==> config.mk <==
export PLATFORM = sky130hd
export DESIGN_NAME = char_transmit_control_flat
export DESIGN_NICKNAME = d
export VERILOG_FILES = /design/src/rtl/char_transmit_control_pkg.sv /design/src/rtl/char_transmit_control_if.sv /design/src/rtl/char_transmit_control_bit_counter.sv /design/src/rtl/char_transmit_control.sv /design/src/flat_wrapper.sv
export SDC_FILE = /design/constraint.sdc
export NUM_CORES = 1
export LEC_CHECK = 0
export ABC_AREA = 0
export BUFFER_PORTS_ARGS = -buffer_cell sky130_fd_sc_hd__buf_4
export CORE_MARGIN = 2
export CORE_UTILIZATION = 45
export DETAILED_ROUTE_END_ITERATION = 10
export PLACE_DENSITY = 0.62
export SYNTH_ARGS = -nofsm -noshare
export SYNTH_HDL_FRONTEND = slang
export SYNTH_SLANG_ARGS = --single-unit
==> constraint.sdc <==
create_clock -name clk -period 4.8 [get_ports clk]
set_clock_uncertainty 0.1 [all_clocks]
set_input_delay 0.24 -clock clk [delete_from_list [all_inputs] [get_ports clk]]
set_output_delay 0.24 -clock clk [all_outputs]
set_load 0.02 [all_outputs]
==> src/rtl/char_transmit_control_pkg.sv <==
// Shared UART constants and the transmitter state type.
// The receive path imports the same constants.
package uart_pkg;

  localparam int OVERSAMPLE = 16;
  localparam int DATA_BITS  = 8;
  localparam int FRAME_BITS = DATA_BITS + 2;
  localparam int BSC_W      = $clog2(OVERSAMPLE);
  localparam int BIC_W      = 4;

  localparam logic [BIC_W-1:0] STOP_BIC      = BIC_W'(FRAME_BITS - 1);
  localparam logic [BIC_W-1:0] LAST_DATA_BIC = BIC_W'(DATA_BITS);
  localparam logic [BSC_W-1:0] LAST_BSC      = BSC_W'(OVERSAMPLE - 1);

  typedef enum logic [1:0] {
    IDLE  = 2'd0,
    START = 2'd1,
    DATA  = 2'd2,
    STOP  = 2'd3
  } tx_state_e;

endpackage

==> src/rtl/char_transmit_control_if.sv <==
// Processor-side data port plus serial line and bit-position status.
interface char_transmit_control_if;

  logic                           tick;
  logic                           load;
  logic [uart_pkg::DATA_BITS-1:0] txData;
  logic                           ready;
  logic                           busy;
  logic                           serialOut;
  logic                           charSent;
  logic [uart_pkg::BIC_W-1:0]     BIC;
  logic [uart_pkg::BSC_W-1:0]     BSC;

  modport master (
    output tick, load, txData,
    input  ready, busy, serialOut, charSent, BIC, BSC
  );

  modport slave (
    input  tick, load, txData,
    output ready, busy, serialOut, charSent, BIC, BSC
  );

endinterface

==> src/rtl/char_transmit_control_bit_counter.sv <==
// Combined bit identification / bit sample counter for the transmitter.
// BSC counts oversample ticks inside a bit, BIC counts bits inside a frame.
module tx_bit_counter
  import uart_pkg::*;
(
  input  logic             clk,
  input  logic             reset,
  input  logic             tick_i,
  input  logic             en_i,
  input  logic             clr_i,
  output logic [BIC_W-1:0] bic_o,
  output logic [BSC_W-1:0] bsc_o,
  output logic             bitDone_o,
  output logic             frameDone_o
);

  logic [BIC_W-1:0] bic_q, bic_d;
  logic [BSC_W-1:0] bsc_q, bsc_d;
  logic             step;

  assign step        = en_i && tick_i;
  assign bitDone_o   = step && (bsc_q == LAST_BSC);
  assign frameDone_o = bitDone_o && (bic_q == STOP_BIC);
  assign bic_o       = bic_q;
  assign bsc_o       = bsc_q;

  // Next count: clear wins, otherwise advance BSC on a tick and BIC on its wrap.
  always_comb begin
    bic_d = bic_q;
    bsc_d = bsc_q;
    if (clr_i) begin
      bic_d = '0;
      bsc_d = '0;
    end else if (step) begin
      bsc_d = bsc_q + BSC_W'(1);
      if (bitDone_o) bic_d = bic_q + BIC_W'(1);
    end
  end

  // Counter registers.
  always_ff @(posedge clk or negedge reset) begin
    if (!reset) begin
      bic_q <= '0;
      bsc_q <= '0;
    end else begin
      bic_q <= bic_d;
      bsc_q <= bsc_d;
    end
  end

endmodule

==> src/rtl/char_transmit_control.sv <==
// Serial character transmitter: one-deep holding register feeding a shift
// register that drives start, 8 data bits LSB first, and a stop bit.
module char_transmit_control
  import uart_pkg::*;
(
  input  logic                   clk,
  input  logic                   reset,
  char_transmit_control_if.slave bus
);

  tx_state_e              state_q;
  logic [DATA_BITS-1:0]   hold_q;
  logic [DATA_BITS-1:0]   shift_q;
  logic                   ready_q;
  logic                   serial_q;
  logic                   charSent_q;

  logic [BIC_W-1:0]       bic;
  logic [BSC_W-1:0]       bsc;
  logic                   bit_done;
  logic                   frame_done;
  logic                   bic_bad;
  logic                   load_acc;
  logic                   cnt_clr;
  logic                   cnt_en;

  // ready is registered, so a load during a transfer edge sees ready=0.
  assign load_acc = bus.load && ready_q;
  assign bic_bad  = (bic > STOP_BIC);
  assign cnt_en   = (state_q != IDLE);
  // Hold counters at zero in IDLE; restart them at every frame boundary.
  assign cnt_clr  = (state_q == IDLE) || frame_done || bic_bad;

  tx_bit_counter u_cnt (
    .clk         (clk),
    .reset       (reset),
    .tick_i      (bus.tick),
    .en_i        (cnt_en),
    .clr_i       (cnt_clr),
    .bic_o       (bic),
    .bsc_o       (bsc),
    .bitDone_o   (bit_done),
    .frameDone_o (frame_done)
  );

  // Frame sequencing, holding/shift registers and the registered line driver.
  always_ff @(posedge clk or negedge reset) begin
    if (!reset) begin
      state_q    <= IDLE;
      hold_q     <= '0;
      shift_q    <= '0;
      ready_q    <= 1'b1;
      serial_q   <= 1'b1;
      charSent_q <= 1'b0;
    end else begin
      charSent_q <= 1'b0;
      if (load_acc) begin
        hold_q  <= bus.txData;
        ready_q <= 1'b0;
      end
      case (state_q)
        IDLE: begin
          if (!ready_q) begin
            shift_q  <= hold_q;
            ready_q  <= 1'b1;
            serial_q <= 1'b0;
            state_q  <= START;
          end
        end
        START, DATA, STOP: begin
          if (bic_bad) begin
            state_q  <= IDLE;
            serial_q <= 1'b1;
          end else if (frame_done) begin
            charSent_q <= 1'b1;
            if (!ready_q) begin
              // Next byte already waiting: start bit follows with no gap.
              shift_q  <= hold_q;
              ready_q  <= 1'b1;
              serial_q <= 1'b0;
              state_q  <= START;
            end else begin
              serial_q <= 1'b1;
              state_q  <= IDLE;
            end
          end else if (bit_done) begin
            if (bic == LAST_DATA_BIC) begin
              serial_q <= 1'b1;
              state_q  <= STOP;
            end else begin
              serial_q <= shift_q[0];
              shift_q  <= shift_q >> 1;
              state_q  <= DATA;
            end
          end
        end
        default: begin
          state_q  <= IDLE;
          serial_q <= 1'b1;
        end
      endcase
    end
  end

  assign bus.ready     = ready_q;
  assign bus.busy      = (state_q != IDLE);
  assign bus.serialOut = serial_q;
  assign bus.charSent  = charSent_q;
  assign bus.BIC       = bic;
  assign bus.BSC       = bsc;

endmodule

==> src/flat_wrapper.sv <==
// flat-port wrapper written by rule: the top's interface ports become plain ports
module char_transmit_control_flat import uart_pkg::*;
  (clk, reset, bus_tick, bus_load, bus_txData, bus_ready, bus_busy, bus_serialOut, bus_charSent, bus_BIC, bus_BSC);
  char_transmit_control_if bus_i ();
  input  logic clk;
  input  logic reset;
  input wire logic [$bits(bus_i.tick)-1:0] bus_tick;
  input wire logic [$bits(bus_i.load)-1:0] bus_load;
  input wire logic [$bits(bus_i.txData)-1:0] bus_txData;
  output wire logic [$bits(bus_i.ready)-1:0] bus_ready;
  output wire logic [$bits(bus_i.busy)-1:0] bus_busy;
  output wire logic [$bits(bus_i.serialOut)-1:0] bus_serialOut;
  output wire logic [$bits(bus_i.charSent)-1:0] bus_charSent;
  output wire logic [$bits(bus_i.BIC)-1:0] bus_BIC;
  output wire logic [$bits(bus_i.BSC)-1:0] bus_BSC;
  assign bus_i.tick = bus_tick;
  assign bus_i.load = bus_load;
  assign bus_i.txData = bus_txData;
  assign bus_ready = bus_i.ready;
  assign bus_busy = bus_i.busy;
  assign bus_serialOut = bus_i.serialOut;
  assign bus_charSent = bus_i.charSent;
  assign bus_BIC = bus_i.BIC;
  assign bus_BSC = bus_i.BSC;
  char_transmit_control u_core (.clk(clk), .reset(reset), .bus(bus_i));
endmodule
==> Word-level counts from Yosys, hierarchy flattened <==
Cells that the tools add are included.
{ "classes": {"add_sub_neg": 2, "order_cmp": 1, "eq_ne": 11, "n_mux": 33, "reduce_logical": 14} }
{ "op_table": {"columns": ["cell", "count"], "rows": [
  ["2-to-1 mux 8 bit", 5],
  ["2-to-1 mux 4 bit", 5],
  ["case mux 8 bit (2 select lines)", 1],
  ["2-to-1 mux 1 bit", 15],
  ["== test 4 bit, second input constant", 3],
  ["adder 4 x 1 -> 4 bit, second input constant", 2],
  ["2-to-1 mux 2 bit", 4],
  ["!= test 3 x 2 -> 1 bit, second input constant", 2],
  ["nonzero test 2 bit", 3],
  ["== test 2 bit, second input constant", 2],
  ["> comparator 4 bit, second input constant", 1],
  ["logical AND 1 bit", 4],
  ["!= test 2 bit, second input constant", 2],
  ["!= test 4 x 2 -> 1 bit, second input constant", 1],
  ["case mux 1 bit (2 select lines)", 2],
  ["case mux 2 bit (2 select lines)", 1],
  ["AND reduction 2 bit", 2],
  ["AND reduction 3 bit", 1],
  ["OR reduction 3 bit", 1],
  ["== test 2 x 1 -> 1 bit, second input constant", 1],
  ["zero test 2 bit", 1],
  ["logical OR 1 bit", 2]
]} }
{ "word_totals": {"regBits": 29, "in_bits": 12, "out_inout_bits": 12, "elab_cells": 69} }

==> Depth between registers and ports, before layout <==
{ "depth": {"depth_word": 8, "mapped_depth": 8, "depth_no_buf": 7} }

==> Hierarchy <==
A second synthesis with hierarchy kept.
{ "hier_totals": {"cells_unflattened": 130, "area_unflattened_um2": 1427.6} }
{ "modules_own_cells": {"columns": ["mod", "instances", "cells_each", "area_per_inst_um2", "seq_area_each_um2"], "rows": [
  ["char_transmit_control", 1, 84, 1002.2, 528.0],
  ["tx_bit_counter", 1, 46, 425.4, 200.2]
]} }

==> Worst setup path before layout <==
OpenSTA, ideal clock, no wires.
{ "synth_timing": {"path_kind": "register to register", "from": "register u_core.u_cnt.bic_q[0] (netlist: u_core.u_cnt.bic_o[0])", "to": "register u_core.shift_q[0]", "setup_time_ps": 140, "t_arrival_ps": 1617, "required_ps": 4560, "slack_ps": 2943, "path_stages_with_launch": 8, "path_buffers": 0, "period_less_slack_ps": 1857, "path_cell_list": "dfrtp_1 > inv_1 > ha_1 > nand2b_1 > a21oi_1 > nor2_1 > o21ai_1 > a21oi_1"} }
{ "synth_via": {"elab_chain_len": 5, "elab_cells_between_ends": 11, "classes_between": "1 x order compare; 5 x eq/ne; 3 x mux; 2 x reduce/logical"} }
{ "synth_rtl": {"columns": ["item", "line", "rtl"], "rows": [
  ["from (decl)", "char_transmit_control_bit_counter.sv:17", "logic [BIC_W-1:0] bic_q, bic_d;"],
  ["from (signal assigned)", "char_transmit_control_bit_counter.sv:46", "bic_q <= bic_d;"],
  ["== test 4 bit", "char_transmit_control_bit_counter.sv:23", "assign frameDone_o = bitDone_o && (bic_q == STOP_BIC);"],
  ["logical AND 1 bit", "char_transmit_control_bit_counter.sv:23", null],
  ["2-to-1 mux 8 bit", "char_transmit_control.sv:74", "end else if (frame_done) begin"],
  ["2-to-1 mux 8 bit", "char_transmit_control.sv:71", "if (bic_bad) begin"],
  ["case mux 8 bit (2 select lines)", "char_transmit_control.sv:61", "case (state_q)"],
  ["to (signal assigned)", "char_transmit_control.sv:64", "shift_q <= hold_q;"],
  ["to (signal assigned)", "char_transmit_control.sv:78", "shift_q <= hold_q;"],
  ["to (signal assigned)", "char_transmit_control.sv:92", "shift_q <= shift_q >> 1;"],
  ["to (decl)", "char_transmit_control.sv:13", "logic [DATA_BITS-1:0] shift_q;"]
]} }
Several ways; a longest one is shown, not always the timed one. The select of a mux whose other input is x is not followed.
A chain may end at the register's enable or synchronous reset.

==> Worst setup path in the final report <==
{ "layout_timing": {"from": "register u_core.u_cnt.bic_q[1] (netlist: u_core.u_cnt.bic_o[1])", "to": "register u_core.shift_q[0]"} }
Same word-level chain as after synthesis.

==> results.toml <==
[placed_design]
placed_area_sq_mm = 0.00166
place.port_buffers = 23
hpwlAfterDp_mm = 1.98
routabilityCongestion = 0.783

[layout]
drive_gt1_share_pct = 28.8
ff_latch_area_sq_um = 728
finalInstanceArea_sq_mm = 0.00172
area_growth_pct = 17.9
fillers = 289
multiInputGateArea_sq_um = 677
antenna-diode-count = 0
fin_nets = 186

[yosys]
async_reset_ff_share_pct = 100
synth_top_cell_area_share_pct = 46.3
ys.flop_type = "dfrtp_1"
synth_most_common_cell = "dfrtp_1"
ys_ff_latch = 29
synth_cell_types = 38
syn_nets = 158
syn-cell-area_sq_mm = 0.00146
synth_enable_flop_cells = 0
synth_common_cells = "dfrtp_1 (27), nor2_1 (19), a21oi_1 (12)"
synth_seq_area_share_pct = 49.9
avgSynthCellArea_sq_um = 10.3
synthesis.instances = 141
ys_warn_count = 0
synth_area_leaders = "dfrtp_1 (46%), mux2_2 (6.2%), nor2_1 (4.9%)"
synth_top_cell_by_area = "dfrtp_1"

[route]
wl_mm = 2.75
drc = 0
ant_nets = 0
wire_per_inst_um = 12.9
via_per_inst = 5.21
first_pass_iters = 4
num_vias = 1114
drt_iter0_markers = 35

[critical_path]
required_ns = 4.88
cp_slowest_cell = "dfrtp_1"
cp_cell_sequence = "inv_1 -> ha_1 -> and3b_1 -> a21oi_4 -> or3_1 -> o21ai_0 -> a21oi_1"
worst-path-buf-inv = 1
max_stage_delay_ns = 0.43
worstSetupPathType = "flop to flop"
cp_max_fo = 9
crit_family = "simple AND/OR/NAND/NOR gates"
start_kind = "flop"
critPathCaptureType = "flop"
worstPathArrival_ns = 2.16

[clock_tree]
cts_max_level = 2
clk_latency_ns = 0.32
cts_tree = "done"
cts_sinks = 29
cts_made_buffers = 5
cts_resized = 0
cts-root-buf = "clkbuf_4"
clk_pin_slew_ns = 0.10
clock_path_buffers = 2

[flow_run]
maxCapViolCount = 0

[timing]
tns_ns = 0
maxSlewViolCount = 0
max_freq_mhz = 481
rsz0062_at_grt = "no"
finalSetupViolCount = 0
min_period_ns = 2.08
slew_headroom_pct = 66.3
worst_pin_slew_ns = 0.502
hold_viol = 0
post-route-period-util_pct = 43.4

[floorplan]
core_area_sq_mm = 0.00308
io_pins = 24
initial_utilization_pct = 47.4
rows = 20
die_area_sq_mm = 0.00371
die_w_um = 60.9
fp.dieH_um = 60.9

[power]
cellPowerDensity_mw_per_mm2 = 551
vdd_drop_max_mv = 0.293
static-leakage-power_nw = 0.774

[grt]
first_global_vias = 1004
gr-total-overflow = 0
grt_max_degree = 30
antenna_found_initial = 0
grt.total_usage_pct = 16.5
grt_pass1_wl_mm = 4.49

[run_status]
outcome = "complete, no violations"

[hold_path]
hold_class = "primary input to flop"
[final timing paths]
check | cells past startpoint | endpoint | slack [ns] | start
min | 2 | u_core.hold_q[2]$_DFFE_PN0P_ | 0.04 | bus_txData[2]
max reg2reg | 7 | u_core.shift_q[0]$_DFFE_PN0P_ | 2.72 | u_core.u_cnt.bic_o[1]$_DFFE_PN0P_
min in group asynchronous | 2 | u_core.u_cnt.bic_o[3]$_DFFE_PN0P_ | 0.27 | reset
min reg2reg | 1 | u_core.hold_q[2]$_DFFE_PN0P_ | 0.41 | u_core.hold_q[2]$_DFFE_PN0P_
max in group asynchronous | 2 | u_core.bus.serialOut$_DFFE_PN1P_ | 4.02 | reset
max | 7 | u_core.shift_q[0]$_DFFE_PN0P_ | 2.72 | u_core.u_cnt.bic_o[1]$_DFFE_PN0P_
[report_power, final]
group	switching (mW)	internal (mW)
Combinational	0.199	0.172
Clock	0.0837	0.0557
Sequential	0.0859	0.351
Total	0.369	0.579
[stage by stage]
stage | util, % | total power [mW] | setup slack [ns] | hold WS [ns] | instances
after floorplan | - | 0.695 | 2.94 | -0.156 | 141
after global placement | 53.9 | 0.802 | 2.78 | 0.0817 | 205
after detailed placement | 53.9 | 0.818 | 2.74 | 0.0847 | 205
after CTS | 55.9 | 0.958 | 2.69 | 0.0311 | 214
after global routing | 55.9 | 1.02 | 2.58 | 0.0311 | 214
final | 55.9 | 0.948 | 2.72 | 0.0411 | 214
[worst register-to-register path, cell delays in order, from the launching register on]
cell and delay (ns):
dfrtp_1 0.43, inv_1 0.12, ha_1 0.22, and3b_1 0.42, a21oi_4 0.15, or3_1 0.34
o21ai_0 0.09, a21oi_1 0.08
[placed cells by master, fill, tap and decap left out, drive strengths merged]
cell and count:
o21a 2, nor2 20, o31ai 1, nand4 2
nand2 9, or2b 1, xor2 2, o32ai 1
and2 1, mux2i 1, dfstp 2, ha 5
or3 7, dfrtp 27, dlygate4sd3 1, buf 23
o211ai 1, mux2 8, a22oi 1, a41oi 1
clkinv 2, nand2b 2, a21o 1, inv 7
nor3 3, and4 1, and3b 1, xnor2 1
a21oi 13, o21ai 13, and2b 1, clkbuf 6
a31oi 2, o311a 1
[area by class of cell]
type	instances	area share, %
sequential	29	42.3
multi-input combinational	102	39.3
timing repair buffer	24	10.6
tap	44	3.20
clock buffer	6	2.40
inverter	7	1.53
clock inverter	2	0.582
[flip-flops by register name (all words and copies together), names as in the netlist]
register and cells:
u_core.state_q 2, u_core.bus.serialOut 1, u_core.u_cnt.bsc_o 4, u_core.shift_q 8, u_core.hold_q 8, u_core.bus.charSent 1, u_core.u_cnt.bic_o 4, u_core.bus.ready 1
[layer usage]
layer | track usage, % | part of all wire [%] | vias up | wire length (um)
li1 | - | - | 553 | -
met2 | 25.8 | 48 | 21 | 1310
met3 | 4.48 | 3.5 | 5 | 95
met4 | 6.52 | 1.1 | 0 | 31
met5 | 0 | 0 | - | 0
met1 | 21.8 | 48 | 535 | 1320
[cell families after synthesis]
| group | share of synthesized area [%] |
|---|---|
| AOI/OAI and AO/OA | 16.6 |
| xor gates and xnor gates | 1.80 |
| adders and majority gates | 4.29 |
| buffers and inverters | 3.69 |
| DFF | 49.9 |
| muxes | 6.86 |
| and+or+nand+nor | 16.9 |
[repair_timing]
action	in CTS	in global routing
hold buffers	1	0
hold endpoints to repair	27	0
buffers inserted	0	0
Note: power is estimated with default switching activity, not from simulation.
